--- src/rtl/uart_pkg.sv ---
// Shared UART constants: FSM state encodings, frame geometry and link command bytes.
package uart_pkg;

  localparam logic [2:0] IDLE  = 3'd0;
  localparam logic [2:0] START = 3'd1;
  localparam logic [2:0] DATA  = 3'd2;
  localparam logic [2:0] STOP  = 3'd3;
  localparam logic [2:0] BREAK = 3'd4;

  localparam int unsigned DATA_BITS            = 8;
  localparam int unsigned DEFAULT_CLKS_PER_BIT = 87;

  // Command byte recognised by the transmit and fetch stages.
  localparam logic [7:0] FLAG_FETCH = 8'h03;

endpackage

--- src/rtl/rx_sync.sv ---
// Multi-flop synchroniser for the asynchronous rx line; resets to the idle (high) level.
module rx_sync
  import uart_pkg::*;
#(
  parameter int unsigned SYNC_STAGES = 2
) (
  input  logic clk_i,
  input  logic rst_ni,
  input  logic rx_i,
  output logic rxs_o
);

  logic [SYNC_STAGES-1:0] sync_q;

  always_ff @(posedge clk_i or negedge rst_ni) begin
    if (!rst_ni) begin
      sync_q <= '1;
    end else begin
      sync_q <= {sync_q[SYNC_STAGES-2:0], rx_i};
    end
  end

  assign rxs_o = sync_q[SYNC_STAGES-1];

endmodule

--- src/rtl/uart_rx.sv ---
// 8N1 UART receiver, LSB first: mid-bit sampling of the synchronised line, one-cycle
// rx_do / frame_err pulses, and a BREAK state that waits out a held-low line.
module uart_rx
  import uart_pkg::*;
#(
  parameter int unsigned CLKS_PER_BIT = DEFAULT_CLKS_PER_BIT,
  parameter int unsigned SYNC_STAGES  = 2
) (
  input  logic                 clk,
  input  logic                 reset,
  input  logic                 rx,
  output logic                 rx_do,
  output logic [DATA_BITS-1:0] rx_data,
  output logic                 frame_err,
  output logic                 busy
);

  localparam int unsigned CNT_W = $clog2(CLKS_PER_BIT);
  localparam int unsigned BIT_W = $clog2(DATA_BITS);
  localparam logic [CNT_W-1:0] HALF_M1 = CNT_W'(CLKS_PER_BIT / 2 - 1);
  localparam logic [CNT_W-1:0] FULL_M1 = CNT_W'(CLKS_PER_BIT - 1);
  localparam logic [BIT_W-1:0] LAST_BIT = BIT_W'(DATA_BITS - 1);

  logic                 rxs;
  logic [2:0]           state_q, state_d;
  logic [CNT_W-1:0]     baud_q, baud_d;
  logic [BIT_W-1:0]     bit_q, bit_d;
  logic [DATA_BITS-1:0] shift_q, shift_d;
  logic [DATA_BITS-1:0] data_q, data_d;
  logic                 do_q, do_d;
  logic                 err_q, err_d;

  rx_sync #(
    .SYNC_STAGES(SYNC_STAGES)
  ) u_rx_sync (
    .clk_i (clk),
    .rst_ni(reset),
    .rx_i  (rx),
    .rxs_o (rxs)
  );

  always_comb begin
    state_d = state_q;
    baud_d  = baud_q;
    bit_d   = bit_q;
    shift_d = shift_q;
    data_d  = data_q;
    do_d    = 1'b0;
    err_d   = 1'b0;
    case (state_q)
      IDLE: begin
        if (!rxs) begin
          state_d = START;
          baud_d  = '0;
        end
      end
      START: begin
        if (baud_q == HALF_M1) begin
          baud_d  = '0;
          bit_d   = '0;
          state_d = rxs ? IDLE : DATA;
        end else begin
          baud_d = baud_q + CNT_W'(1);
        end
      end
      DATA: begin
        if (baud_q == FULL_M1) begin
          baud_d         = '0;
          shift_d[bit_q] = rxs;
          if (bit_q == LAST_BIT) begin
            state_d = STOP;
          end else begin
            bit_d = bit_q + BIT_W'(1);
          end
        end else begin
          baud_d = baud_q + CNT_W'(1);
        end
      end
      STOP: begin
        if (baud_q == FULL_M1) begin
          baud_d = '0;
          if (rxs) begin
            data_d  = shift_q;
            do_d    = 1'b1;
            state_d = IDLE;
          end else begin
            err_d   = 1'b1;
            state_d = BREAK;
          end
        end else begin
          baud_d = baud_q + CNT_W'(1);
        end
      end
      BREAK: begin
        // A held-low line must go idle before a new start bit can be recognised.
        if (rxs) begin
          state_d = IDLE;
        end
      end
      default: state_d = IDLE;
    endcase
  end

  always_ff @(posedge clk or negedge reset) begin
    if (!reset) begin
      state_q <= IDLE;
      baud_q  <= '0;
      bit_q   <= '0;
      shift_q <= '0;
      data_q  <= '0;
      do_q    <= 1'b0;
      err_q   <= 1'b0;
    end else begin
      state_q <= state_d;
      baud_q  <= baud_d;
      bit_q   <= bit_d;
      shift_q <= shift_d;
      data_q  <= data_d;
      do_q    <= do_d;
      err_q   <= err_d;
    end
  end

  assign rx_do     = do_q;
  assign frame_err = err_q;
  assign rx_data   = data_q;
  assign busy      = (state_q != IDLE);

endmodule
--- config.mk ---
export PLATFORM = sky130hd
export DESIGN_NAME = uart_rx
export DESIGN_NICKNAME = d
export VERILOG_FILES = /design/src/rtl/uart_pkg.sv /design/src/rtl/rx_sync.sv /design/src/rtl/uart_rx.sv
export SDC_FILE = /design/constraint.sdc
export NUM_CORES = 1
export LEC_CHECK = 0
export CORE_ASPECT_RATIO = 1.1
export CORE_MARGIN = 4
export CORE_UTILIZATION = 30
export DETAILED_ROUTE_END_ITERATION = 16
export PLACE_DENSITY = 0.57
export RECOVER_POWER = 50
export SYNTH_ARGS = -nofsm -noshare
export SYNTH_HDL_FRONTEND = slang
export SYNTH_SLANG_ARGS = --single-unit
--- constraint.sdc ---
create_clock -name clk -period 4.2 [get_ports clk]
set_clock_uncertainty 0.05 [all_clocks]
set_input_delay 0.42 -clock clk [delete_from_list [all_inputs] [get_ports clk]]
set_output_delay 0.42 -clock clk [all_outputs]
set_load 0.03 [all_outputs]
==> results_dict.tcl, run 1 <==
set metrics [dict create \
    cellPowerDensity_nw_per_um2 361.3 \
    post-route-min-period_ps 2243 \
    drive_gt1_share_pct 21.94 \
    cp.arrival_ps 1770 \
    gr-usage-met3_pct 3.112 \
    clkSinkCount 33 \
    cts_resized 0 \
    clock.fmax_mhz 445.9 \
    critPathBufInv 1 \
    hold_depth 0 \
    postCtsSetupBuffers 0 \
    core_area_sq_um 5067 \
    met2_usage_pct 15.79 \
    cts.clk_slew.worst_paths_ps 70 \
    syn_avg_cell_area_sq_um 11.76 \
    cts_hold_buf 0 \
    worstSkewPairLatency_ps 290 \
    start_util_pct 31.33 \
    drtIter0Drc 70 \
    crit_start "state_q[2]" \
    finalHoldViolCount 0 \
    worstHoldEndpoint "u_rx_sync.sync_q[1]" \
    setup_viol_count_final 0 \
    cpPeakStageDelay_ps 590 \
    syn-instance-count 135 \
    async_flop_share_pct 100.0 \
    synth_seq_cells 33 \
    clk_path_buf_depth 2 \
    drv_cap 1 \
    clockRootBuffer "clkbuf_8" \
    num_rows 27 \
    synth_fp_nets 142 \
    viasPerCell 5.174 \
    hold_ws_ps 311.8 \
    firstDrtPassIters 4 \
    gp_congestion 0.8003 \
    yosys_warnings 0 \
    tns_ps 0 \
    cts_tree "done" \
    vdd_drop_max_uv 166.1 \
    antenna_found_initial 0 \
    port_buffers 13 \
    status "finished with violations" \
    synth_cell_type_count 35 \
    hp-class "flop to flop" \
    synth_edf_count 0 \
    wl_per_cell_um 14.16 \
    route.detailed.drc 0 \
    r2r_slack_ps 2260 \
    routed_wl_um 3017 \
    reg2reg_to "shift_q[3]" \
    via_count 1102 \
    final_cell_mix "dfrtp_1 (31), mux2_2 (16), nand2_1 (12), clkdlybuf4s50_1 (11), inv_1 (9)" \
    p_leak_uw 0.0008453 \
    grt_util_met1_pct 12.11 \
    diodes 0 \
    pin_count 14 \
    nets 161 \
    grt-ovfl-total 0 \
    die_h_um 84.30 \
    cpLargestDelayFamily "buffers and inverters" \
    r2r_cells 6 \
    die_w_um 77.37 \
    grt_pass1_wl_um 5161 \
    dieArea_sq_um 6522 \
    crit_required_ps 3730 \
    period_share_pct 53.40 \
    max_slew_margin_pct -14.81 \
    cp-start-kind "flop" \
    grt_usage_pct 9.960 \
    rsz0062_at_grt "no" \
    grt_max_degree 34 \
    drv_slew 34 \
    cp-end-kind "output port" \
    cts-htree-levels 2 \
    crit_path_cell_trace "or3_1 -> clkdlybuf4s50_1" \
    busiest_layer "met2" \
    ant_nets 0 \
    final_common_cell "dfrtp_1" \
    grt_pass1_vias 1141 \
    cts_buffers 5 \
    max_slew.worst_pin.slew_ps 1722 \
    dpl.hpwl_um 2115 \
    syn_area_sq_um 1588 \
    cp_slowest_cell "clkdlybuf4s50_1" \
    yosysSeqAreaShare_pct 52.17 \
    hp-start "u_rx_sync.sync_q[0]" \
    violations "capacitance limit, slew limit" \
    crit_fanout 9 \
    synthFlopType "dfrtp_1" \
    r2r-start "baud_q[0]" \
    crit_type "flop to output port" \
    synthToLayoutAreaGrowth_pct 19.23 \
]
-- Yosys cell counts, types with 3 or more instances --
master | number | area [sq um]
nand4_1 | 3 | 18.77
dfrtp_1 | 31 | 775.7
nor3_1 | 4 | 20.02
o211ai_1 | 3 | 22.52
ha_1 | 4 | 50.05
o311ai_1 | 5 | 43.79
nand3_1 | 6 | 30.03
inv_1 | 9 | 33.78
mux2_2 | 16 | 180.2
a21oi_1 | 5 | 25.02
mux2i_1 | 3 | 30.03
nor2_1 | 7 | 26.28
nand2_1 | 12 | 45.04
-- registers in the layout, summed over array words and instances, names as in the netlist --
name / count
baud_q: 7
state_q: 3
shift_q: 8
bit_q: 3
u_rx_sync.sync_q: 2
rx_data: 8
rx_do: 1
frame_err: 1
-- worst register-to-register path: cells and delay by family (launching register included) --
family                   cells  cell delay (ps)
AND/OR/NAND/NOR              3              780
flip-flops                   1              410
multiplexers                 1              360
adder cells (fa/ha/maj)      1              150
buffers and inverters        1               70
-- cells by family (layout without fill, tap and decap cells) --
logic type | count (synthesis) | after routing | share of synthesized area [%]
flops | 33 | 33 | 52.17
buf+inv | 11 | 31 | 2.679
compound gates | 23 | 23 | 11.66
simple gates | 45 | 45 | 17.10
mux | 19 | 19 | 13.24
fa+ha+maj | 4 | 4 | 3.152
-- through the flow --
stage	std cells	area (sq um)	setup slack (ps)	power [uW]	utilization, %
2_1_floorplan	135	1588	2506	363.1	-
5_1_grt	213	1893	1598	710.7	37.36
3_3_place_gp	205	1789	2287	379.4	35.31
6_report	213	1893	1957	683.9	37.36
4_1_cts	213	1906	1949	690.1	37.60
3_5_place_dp	205	1789	2261	381.3	35.31
-- per-layer routing --
layer,up-vias,wire length (um)
met5,-,0
met4,0,81
met3,8,100
met2,23,1433
met1,540,1402
li1,531,-
-- worst max-delay path by stage --
stage,endpoint,slack [ps],depth (start not counted)
2_1_floorplan,shift_q[1],2510,6
3_3_place_gp,busy,2290,2
3_5_place_dp,busy,2260,2
4_1_cts,busy,1950,2
5_1_grt,state_q[0],1600,2
6_report,busy,1960,2
-- cell type report --
cell class / instances / area (sq um)
Fill cell: 502 / 3174
Sequential cell: 33 / 828.3
Multi-Input combinational cell: 91 / 708.2
Timing Repair Buffer: 14 / 133.9
Clock buffer: 7 / 86.33
Tap cell: 58 / 72.57
Inverter: 9 / 33.78
Clock inverter: 1 / 30.03
-- power by group --
part           switching [uW]  internal, uW
Sequential               10.4           325
Clock                     117           193
Combinational            24.4          13.9
Note: power is estimated with default switching activity, not from simulation.
==> inputs of run 2 (changes only) <==
==> constraint.sdc (replaced) <==
create_clock -name clk -period 2.2 [get_ports clk]
set_clock_uncertainty 0.05 [all_clocks]
set_input_delay 0.22 -clock clk [delete_from_list [all_inputs] [get_ports clk]]
set_output_delay 0.22 -clock clk [all_outputs]
set_load 0.03 [all_outputs]
==> results_dict.tcl, run 2 (same netlist as run 1, synthesis figures left out) <==
set metrics [dict create \
    finalHoldViolCount 0 \
    vdd_drop_max_uv 210.0 \
    synthToLayoutAreaGrowth_pct 19.31 \
    grt_max_degree 34 \
    max_slew.worst_pin.slew_ps 822.1 \
    n_fill_cell 484 \
    worstSkewPairLatency_ps 290 \
    status "finished clean" \
    fin_area_sq_um 1894 \
    cellPowerDensity_nw_per_um2 685.2 \
    grt_pass1_wl_um 5416 \
    final_common_cell "dfrtp_1" \
    post-route-min-period_ps 2043 \
    die_w_um 77.37 \
    place_area_sq_um 1789 \
    drv_slew 0 \
    diodes 0 \
    crit_fanout 9 \
    routed_wl_um 2952 \
    grt_usage_pct 10.36 \
    postLayoutSetupSlackWorst_ps 157.2 \
    clkSinkCount 33 \
    hp-class "flop to flop" \
    drv_cap 0 \
    placed_cells 205 \
    route.detailed.drc 0 \
    cts.clk_slew.worst_paths_ps 60 \
    cts_tree "done" \
    firstDrtPassIters 4 \
    grt_pass1_vias 1158 \
    crit_required_ps 1930 \
    ant_nets 0 \
    max_slew_margin_pct 45.19 \
    dpl.hpwl_um 2089 \
    cp-end-kind "output port" \
    cts-htree-levels 2 \
    wl_per_cell_um 13.86 \
    setup_viol_count_final 0 \
    pre_cts_slack_ps 362.5 \
    postCtsSetupBuffers 0 \
    pin_count 14 \
    cp-start-kind "flop" \
    num_rows 27 \
    cts_hold_buf 0 \
    register_area_sq_um 828.3 \
    start_util_pct 31.33 \
    grt-ovfl-total 0 \
    drtIter0Drc 89 \
    core_area_sq_um 5067 \
    fin_cells 213 \
    die_h_um 84.30 \
    cts_buffers 5 \
    viasPerCell 5.221 \
    nets 161 \
    dieArea_sq_um 6522 \
    gp_congestion 0.8097 \
    drive_gt1_share_pct 22.58 \
    port_buffers 13 \
    fin_util_pct 37.38 \
    clk_path_buf_depth 2 \
    crit_type "flop to output port" \
    cp.arrival_ps 1770 \
    rsz0062_at_grt "no" \
    multi_input_area_sq_um 708.2 \
    tns_ps 0 \
    clockRootBuffer "clkbuf_8" \
    final_cell_mix "dfrtp_1 (31), mux2_2 (16), nand2_1 (12), clkdlybuf4s50_1 (10), inv_1 (9)" \
    p_leak_uw 0.0008519 \
    cts_resized 0 \
    antenna_found_initial 0 \
    period_share_pct 92.85 \
    clock.fmax_mhz 489.5 \
    via_count 1112 \
]
-- run 2: metal layers --
layer | wire length [um] | vias up | GRT usage (%)
li1 | - | 527 | -
met1 | 1350 | 538 | 13.57
met2 | 1379 | 38 | 15.63
met3 | 147 | 9 | 2.790
met4 | 74 | 0 | 5.340
met5 | 0 | - | 0
-- run 2: stage by stage --
step	hold WS [ps]	total power [uW]
floorplan	-125.6	693.3
global placement	296.5	724.9
detailed placement	297.0	728.5
CTS	276.3	1324
global route	310.5	1362
finish	305.2	1298
-- run 2: final timing paths --
path	slack (ps)	end	cells past startpoint	start
max in group asynchronous	1070	baud_q[3]	2	reset
worst min-delay path	310	u_rx_sync.sync_q[1]	0	u_rx_sync.sync_q[0]
min in group asynchronous	510	rx_do	2	reset
worst max register to register	300	rx_data[6]	6	baud_q[0]
worst max-delay path	160	busy	2	state_q[2]
worst min register to register	310	u_rx_sync.sync_q[1]	0	u_rx_sync.sync_q[0]
-- run 2: where the power goes --
part	internal [uW]	switching, uW
Combinational	27.1	47.6
Clock	369	214
Sequential	621	19.6
-- run 2: worst max-delay path: stages (launching register included) --
cell and delay, ps:
dfrtp_1 490, or3_1 410, clkdlybuf4s50_1 600
-- run 2: area by class of cell --
cell class              instances  share of cell area, %
well taps                      58                  3.831
repair buffers                 14                  7.133
clock buffers                   7                  4.557
inverters                       9                  1.783
clock inverters                 1                  1.585
flip-flops and latches         33                  43.73
multi-input cells              91                  37.38
